### src/rtl/cond_pkg.sv
// Shared condition-code definitions for the ARM pipeline.
// Contents:
//   cond_e    : 4-bit ARM condition field encodings (EQ..AL, NV)
//   N,Z,C,V   : bit positions inside a 4-bit NZCV flags word
//   cond_eval : pure condition evaluator. It is also used by the
//               decode-stage branch predictor.
package cond_pkg;

  typedef enum logic [3:0] {
    EQ = 4'h0, NE = 4'h1, CS = 4'h2, CC = 4'h3,
    MI = 4'h4, PL = 4'h5, VS = 4'h6, VC = 4'h7,
    HI = 4'h8, LS = 4'h9, GE = 4'hA, LT = 4'hB,
    GT = 4'hC, LE = 4'hD, AL = 4'hE, NV = 4'hF
  } cond_e;

  localparam int N = 3;
  localparam int Z = 2;
  localparam int C = 1;
  localparam int V = 0;

  // NV (and any unlisted encoding) evaluates to 0, so the result is never X.
  function automatic logic cond_eval(input cond_e cond, input logic [3:0] f);
    logic r;
    r = 1'b0;
    case (cond)
      EQ: r = f[Z];
      NE: r = ~f[Z];
      CS: r = f[C];
      CC: r = ~f[C];
      MI: r = f[N];
      PL: r = ~f[N];
      VS: r = f[V];
      VC: r = ~f[V];
      HI: r = f[C] & ~f[Z];
      LS: r = ~f[C] | f[Z];
      GE: r = (f[N] == f[V]);
      LT: r = (f[N] != f[V]);
      GT: r = ~f[Z] & (f[N] == f[V]);
      LE: r = f[Z] | (f[N] != f[V]);
      AL: r = 1'b1;
      default: r = 1'b0;
    endcase
    return r;
  endfunction

endpackage

### src/rtl/cond_flags_unit_bank.sv
// cond_flags_bank: NCTX x 4-bit NZCV flag registers.
// Ports:
//   clk, reset           : clock, synchronous active-high reset
//   alu_we[1:0]          : ALU write enables, [1]=NZ, [0]=CV (already gated)
//   alu_ctx, alu_flags   : ALU write context and NZCV value
//   ld_en, ld_ctx,
//   ld_flags             : direct full-word load; wins over ALU on same context
//   ev_ctx / ev_flags    : evaluation read port (combinational)
//   rd_ctx / rd_flags    : readout read port (combinational)
// Context indices >= NCTX match no register: writes drop, reads return 0.
module cond_flags_bank #(
  parameter int NCTX = 4,
  parameter int CTXW = (NCTX > 1) ? $clog2(NCTX) : 1
) (
  input  logic            clk,
  input  logic            reset,
  input  logic [1:0]      alu_we,
  input  logic [CTXW-1:0] alu_ctx,
  input  logic [3:0]      alu_flags,
  input  logic            ld_en,
  input  logic [CTXW-1:0] ld_ctx,
  input  logic [3:0]      ld_flags,
  input  logic [CTXW-1:0] ev_ctx,
  output logic [3:0]      ev_flags,
  input  logic [CTXW-1:0] rd_ctx,
  output logic [3:0]      rd_flags
);

  logic [3:0] flags_q [NCTX];
  logic [3:0] flags_d [NCTX];

  always_comb begin
    for (int i = 0; i < NCTX; i++) begin
      flags_d[i] = flags_q[i];
      if (alu_ctx == CTXW'(i)) begin
        if (alu_we[1]) flags_d[i][3:2] = alu_flags[3:2];
        if (alu_we[0]) flags_d[i][1:0] = alu_flags[1:0];
      end
      // Load is applied last so it overrides every bit of an ALU write.
      if (ld_en && (ld_ctx == CTXW'(i))) flags_d[i] = ld_flags;
    end
  end

  always_ff @(posedge clk) begin
    for (int i = 0; i < NCTX; i++) begin
      if (reset) flags_q[i] <= 4'b0000;
      else       flags_q[i] <= flags_d[i];
    end
  end

  always_comb begin
    ev_flags = 4'b0000;
    rd_flags = 4'b0000;
    for (int i = 0; i < NCTX; i++) begin
      if (ev_ctx == CTXW'(i)) ev_flags = flags_q[i];
      if (rd_ctx == CTXW'(i)) rd_flags = flags_q[i];
    end
  end

endmodule

### src/rtl/cond_flags_unit.sv
// cond_flags_unit: multi-context ARM condition check, NZCV flags and
// skip counters. It also holds the Execute->Memory condition register.
// Ports:
//   clk, reset                 : clock, synchronous active-high reset
//   e_valid, e_ctx, e_cond     : Execute instruction valid, context, cond field
//   e_flagw[1:0]               : flag write enables, [1]=NZ, [0]=CV
//   alu_flags                  : NZCV result from the ALU this cycle
//   stall                      : freezes flags (ALU path), counters, M register
//   flush                      : kills Execute instruction, clears M valid/undef
//   ld_en, ld_ctx, ld_flags    : direct flags load, honoured during stall
//   e_condex                   : combinational condition result
//   m_valid, m_ctx, m_undef    : registered M-stage info
//   rd_ctx, rd_flags,
//   rd_skipcnt                 : combinational readout of register state
module cond_flags_unit
  import cond_pkg::*;
#(
  parameter int NCTX = 4,
  parameter int CNTW = 16,
  localparam int CTXW = (NCTX > 1) ? $clog2(NCTX) : 1
) (
  input  logic            clk,
  input  logic            reset,
  input  logic            e_valid,
  input  logic [CTXW-1:0] e_ctx,
  input  logic [3:0]      e_cond,
  input  logic [1:0]      e_flagw,
  input  logic [3:0]      alu_flags,
  input  logic            stall,
  input  logic            flush,
  input  logic            ld_en,
  input  logic [CTXW-1:0] ld_ctx,
  input  logic [3:0]      ld_flags,
  output logic            e_condex,
  output logic            m_valid,
  output logic [CTXW-1:0] m_ctx,
  output logic            m_undef,
  input  logic [CTXW-1:0] rd_ctx,
  output logic [3:0]      rd_flags,
  output logic [CNTW-1:0] rd_skipcnt
);

  logic [3:0] ev_flags;
  logic       cond_pass;
  logic       e_live;
  logic [1:0] alu_we;
  logic       skip_inc;

  cond_flags_bank #(.NCTX(NCTX), .CTXW(CTXW)) u_bank (
    .clk       (clk),
    .reset     (reset),
    .alu_we    (alu_we),
    .alu_ctx   (e_ctx),
    .alu_flags (alu_flags),
    .ld_en     (ld_en),
    .ld_ctx    (ld_ctx),
    .ld_flags  (ld_flags),
    .ev_ctx    (e_ctx),
    .ev_flags  (ev_flags),
    .rd_ctx    (rd_ctx),
    .rd_flags  (rd_flags)
  );

  assign cond_pass = cond_eval(cond_e'(e_cond), ev_flags);
  assign e_live    = e_valid & ~flush;
  assign e_condex  = e_live & cond_pass;
  assign alu_we    = (e_condex & ~stall) ? e_flagw : 2'b00;
  // NV fails cond_eval, so it is counted as skipped as well.
  assign skip_inc  = e_live & ~stall & ~cond_pass;

  // Per-context saturating skip counters.
  logic [CNTW-1:0] skip_q [NCTX];
  logic [CNTW-1:0] skip_d [NCTX];

  always_comb begin
    for (int i = 0; i < NCTX; i++) begin
      skip_d[i] = skip_q[i];
      if (skip_inc && (e_ctx == CTXW'(i)) && (skip_q[i] != {CNTW{1'b1}}))
        skip_d[i] = skip_q[i] + 1'b1;
    end
  end

  always_ff @(posedge clk) begin
    for (int i = 0; i < NCTX; i++) begin
      if (reset) skip_q[i] <= '0;
      else       skip_q[i] <= skip_d[i];
    end
  end

  always_comb begin
    rd_skipcnt = '0;
    for (int i = 0; i < NCTX; i++)
      if (rd_ctx == CTXW'(i)) rd_skipcnt = skip_q[i];
  end

  // M-stage register. A flush under stall still clears valid/undef.
  logic            m_valid_q, m_valid_d;
  logic [CTXW-1:0] m_ctx_q,   m_ctx_d;
  logic            m_undef_q, m_undef_d;

  always_comb begin
    m_valid_d = m_valid_q;
    m_ctx_d   = m_ctx_q;
    m_undef_d = m_undef_q;
    if (!stall) begin
      m_valid_d = e_condex;
      m_ctx_d   = e_ctx;
      m_undef_d = e_live & (e_cond == 4'hF);
    end else if (flush) begin
      m_valid_d = 1'b0;
      m_undef_d = 1'b0;
    end
  end

  always_ff @(posedge clk) begin
    if (reset) begin
      m_valid_q <= 1'b0;
      m_ctx_q   <= '0;
      m_undef_q <= 1'b0;
    end else begin
      m_valid_q <= m_valid_d;
      m_ctx_q   <= m_ctx_d;
      m_undef_q <= m_undef_d;
    end
  end

  assign m_valid = m_valid_q;
  assign m_ctx   = m_ctx_q;
  assign m_undef = m_undef_q;

endmodule

### config.mk
export PLATFORM = sky130hd
export DESIGN_NAME = cond_flags_unit
export DESIGN_NICKNAME = d
export VERILOG_FILES = /design/src/rtl/cond_pkg.sv /design/src/rtl/cond_flags_unit_bank.sv /design/src/rtl/cond_flags_unit.sv
export SDC_FILE = /design/constraint.sdc
export NUM_CORES = 1
export LEC_CHECK = 0
export ABC_AREA = 1
export BUFFER_PORTS_ARGS = -buffer_cell sky130_fd_sc_hd__buf_2
export CORE_ASPECT_RATIO = 1.2
export CORE_MARGIN = 8
export CORE_UTILIZATION = 55
export CTS_CLUSTER_SIZE = 12
export DETAILED_ROUTE_END_ITERATION = 10
export PLACE_DENSITY = 0.72
export SLEW_MARGIN = 10
export SYNTH_ARGS = -nofsm -noshare
export SYNTH_HDL_FRONTEND = slang
export SYNTH_SLANG_ARGS = --single-unit
export TNS_END_PERCENT = 30
### constraint.sdc
create_clock -name clk -period 4.21 [get_ports clk]
set_input_delay 0 -clock clk [delete_from_list [all_inputs] [get_ports clk]]
set_output_delay 0 -clock clk [all_outputs]
set_load 0.05 [all_outputs]
==> flow_summary_export.csv <==
group,metric,value,unit
clock_tree,cts-resized-gates,0,
setup_path,r2r_cells,14,
placement,port_buffers,50,
logic_synthesis,synth_cell_types,27,
sta,rsz0062_at_grt,"false",
run_status,status,"finished clean",
cells_and_area,total_inserted_antenna_cells,0,
logic_synthesis,flip_flop_and_latch_count_after_synthesis,84,
sta,fmax,369.5,MHz
drt,detailedRoute.firstIterationViolations,422,
global_route,globalRoute.busiestLayer,"met2",
logic_synthesis,synth_fp_nets,933,
setup_path,timing.critical_path.slowest_cell_delay,0.57,ns
global_route,largest_net_degree_at_the_start_of_global_routing,55,
global_route,grt_util_all_layers,24.35,%
drt,detailroute.via_count,6060,
worst_hold_path,min_path_type,"input pin to register",
placement,place.detailed.instances,1050,
placement,pre_cts_slack,1.474,ns
setup_path,setup.worst_path.end_class,"register",
sta,worst-slew-pin-transition,1.125,ns
logic_synthesis,synth.avg_cell_area,6.195,um2
drt,wire_length_per_cell_after_detailed_routing,15.47,um
global_route,grt_pass1_wl,27050,um
clock_tree,clkLatencyLatePin,0.34,ns
logic_synthesis,yosys.area.top_type,"dfxtp_1",
sta,setup_viol,0,
setup_path,cp_data_arrival_time,2.94,ns
setup_path,startpoint_type,"register",
clock_tree,htreeDepth,3,
global_route,grt_remaining_overflow,0,
sta,finalCritPeriodShare,64.28,%
logic_synthesis,synthesis.instances,903,
setup_path,critical_path.max_fanout,21,
sta,setup_tns,0,ns
cells_and_area,post-route-util,62.63,%
sta,timing.max_slew.rel_slack,24.92,%
power,max-vdd-ir-drop,0.1538,mV
logic_synthesis,syn-cell-area,5594,um2
power,leakagePower,0.002439,uW
clock_tree,tritoncts.num_buffers,9,
setup_path,worst-endpoint-required,4.44,ns
floorplan,num_rows,40,
floorplan,number_of_ports_placed_on_the_die_boundary,51,
sta,shortest_clock_period_the_worst_path_allows_after_layout,2.706,ns
logic_synthesis,netlist.area_leader.share,30.06,%
worst_hold_path,hold-path-cell-count,5,
logic_synthesis,yosys-top-cells-area,"dfxtp_1 (30%), nand2_1 (14%), a21oi_1 (8.9%)",
sta,maxSlewViolCount,0,
clock_tree,cts-root-to-sink-buffers,2,
global_route,first_global_vias,5713,
drt,drc,0,
logic_synthesis,synth-warning-count,0,
cells_and_area,layout-area-overhead-vs-synth,11.50,%
power,design_power_total,1831,uW
clock_tree,clock_tree_from_tritoncts,"done",
floorplan,core_region_area,9960,um2
clock_tree,cts.sinks,84,
cells_and_area,final_layout_size_suffix_gt1_share,9.120,%
run,drv.max_cap_violation_count,0,
cells_and_area,final_net_count,969,
placement,place.gp.congestion,0.9088,
drt,detailedRoute.firstPassIterationCount,5,
sta,setup_slack,1.504,ns
drt,vias_per_cell,5.669,
setup_path,setup.worst_path.class,"register to register",
drt,drtAntennaViolNets,0,
global_route,grt.met3_usage,4.762,%
cells_and_area,layoutNonFillerInstCount,1069,
sta,finalClockSkew,0.007209,ns
drt,route.final.wire_length,16530,um
setup_path,critical_path.cell_chain,"inv_1 -> nand2_1 -> nand3_1 -> nand2_1 -> inv_1 -> nand2_2 -> nand3_1 -> nand3_1 -> nor2_2 -> nand3_4 -> nor2_2 -> inv_1 -> nor2_1 -> nor2_1",
global_route,grt_antenna_before_repair,0,
placement,post-dp-hpwl,12490,um
floorplan,floorplan.initialDensity,56.17,%
setup_path,cp_slowest_cell,"nor2_2",
global_route,grt_use_met2,40.83,%
clock_tree,clk_transition_reported_paths,0.06,ns
floorplan,die_width,108.1,um
floorplan,die-area,13670,um2
global_route,grt.met1_usage,29.15,%
clock_tree,clock-root-buffer,"clkbuf_16",
floorplan,die_h,126.5,um
logic_synthesis,synth-seq-area-share,30.06,%
power,p_per_area,293.5,nW/um2
sta,hold_viol_final,0,
-- Yosys cell counts --
| library cell | instances |
|---|---|
| xnor2_1 | 3 |
| clkinv_1 | 1 |
| buf_2 | 6 |
| o22ai_1 | 18 |
| clkbuf_1 | 25 |
| a41oi_1 | 1 |
| clkinv_2 | 2 |
| nand2_2 | 2 |
| a21oi_1 | 99 |
| nand2_1 | 206 |
| nand3_1 | 98 |
| inv_1 | 105 |
| nand3_4 | 1 |
| o21ai_0 | 43 |
| inv_2 | 4 |
| nor2_1 | 85 |
| nand3b_1 | 4 |
| nor2_4 | 3 |
| xor2_1 | 47 |
| dfxtp_1 | 84 |
| nand2_4 | 1 |
| nor2_2 | 5 |
| nor3_1 | 22 |
| ha_1 | 4 |
| nor4_1 | 10 |
| buf_4 | 3 |
| nand4_1 | 21 |
-- flip-flops by register name (all words and copies together), names as in the netlist --
| name | count |
|---|---|
| m_valid | 1 |
| u_bank.flags_q | 16 |
| skip_q | 64 |
| m_ctx | 2 |
| m_undef | 1 |
-- critical path, delay by kind of cell (launching register included) --
family                 cells  cell delay [ns]
DFF                        1             0.29
and+or+nand+nor           11             1.72
buffers and inverters      3             0.56
-- per-stage QoR --
step | hold WS (ns) | cell area (um2)
after floorplan | 0.1644 | 5594
after global placement | 0.3106 | 5893
after detailed placement | 0.3126 | 5893
after CTS | 0.04417 | 6237
after global routing | 0.06614 | 6237
final | 0.04576 | 6237
-- repair_timing --
item                                   4_1_cts  5_1_grt
hold buffers                                 4        0
endpoints found under the hold margin        4        0
buffers inserted                             0        0
-- kinds of logic (layout without fill, tap and decap cells) --
logic type                 after synthesis  in the layout  share of synthesized area, %
AOI/OAI and AO/OA                      161            161                         14.87
xor gates and xnor gates                50             50                         7.828
adders and majority gates                4              4                        0.8947
buffers and inverters                  146            186                         10.18
DFF                                     84             84                         30.06
and+or+nand+nor                        458            458                         36.17
-- power breakdown --
group          leakage [uW]  switching, uW  internal (uW)  total [uW]
Combinational       0.00161            143           54.8         198
Clock              0.000149            312            506         817
Sequential         0.000679           8.27            807         815
Total               0.00244            463           1370        1830
-- per-layer routing --
layer  share of wire, %  up-vias
li1                   -     3038
met1                 42     2788
met2                 49      191
met3                5.6       43
met4                3.2        0
met5                  0        -
-- layout by cell type (no fill, tap or decap), types with 5 or more instances in the layout --
cell	n
clkbuf_16	9
nor2_1	85
o21ai_0	43
o22ai_1	18
nor3_1	22
buf_4	5
nand4_1	21
xor2_1	47
nand2_1	206
inv_1	105
nor4_1	10
buf_2	50
a21oi_1	99
nor2_2	5
dfxtp_1	84
nand3_1	98
-- final timing paths --
path	startpoint	to	slack (ns)
max	u_bank.flags_q[0][3]	skip_q[1][1]	1.50
min reg2reg	skip_q[3][15]	skip_q[3][15]	0.46
max reg2reg	u_bank.flags_q[0][3]	skip_q[1][1]	1.50
min	alu_flags[3]	u_bank.flags_q[0][3]	0.05
-- layout make-up --
type	count	area [um2]
fillers	971	3722
multi-input cells	673	3343
flip-flops and latches	84	1682
inverters	112	422.9
repair buffers	59	327.8
clock buffers	14	274.0
well taps	126	157.7
clock inverters	1	30.03
No activity file was read; power rests on OpenSTA's default activity.
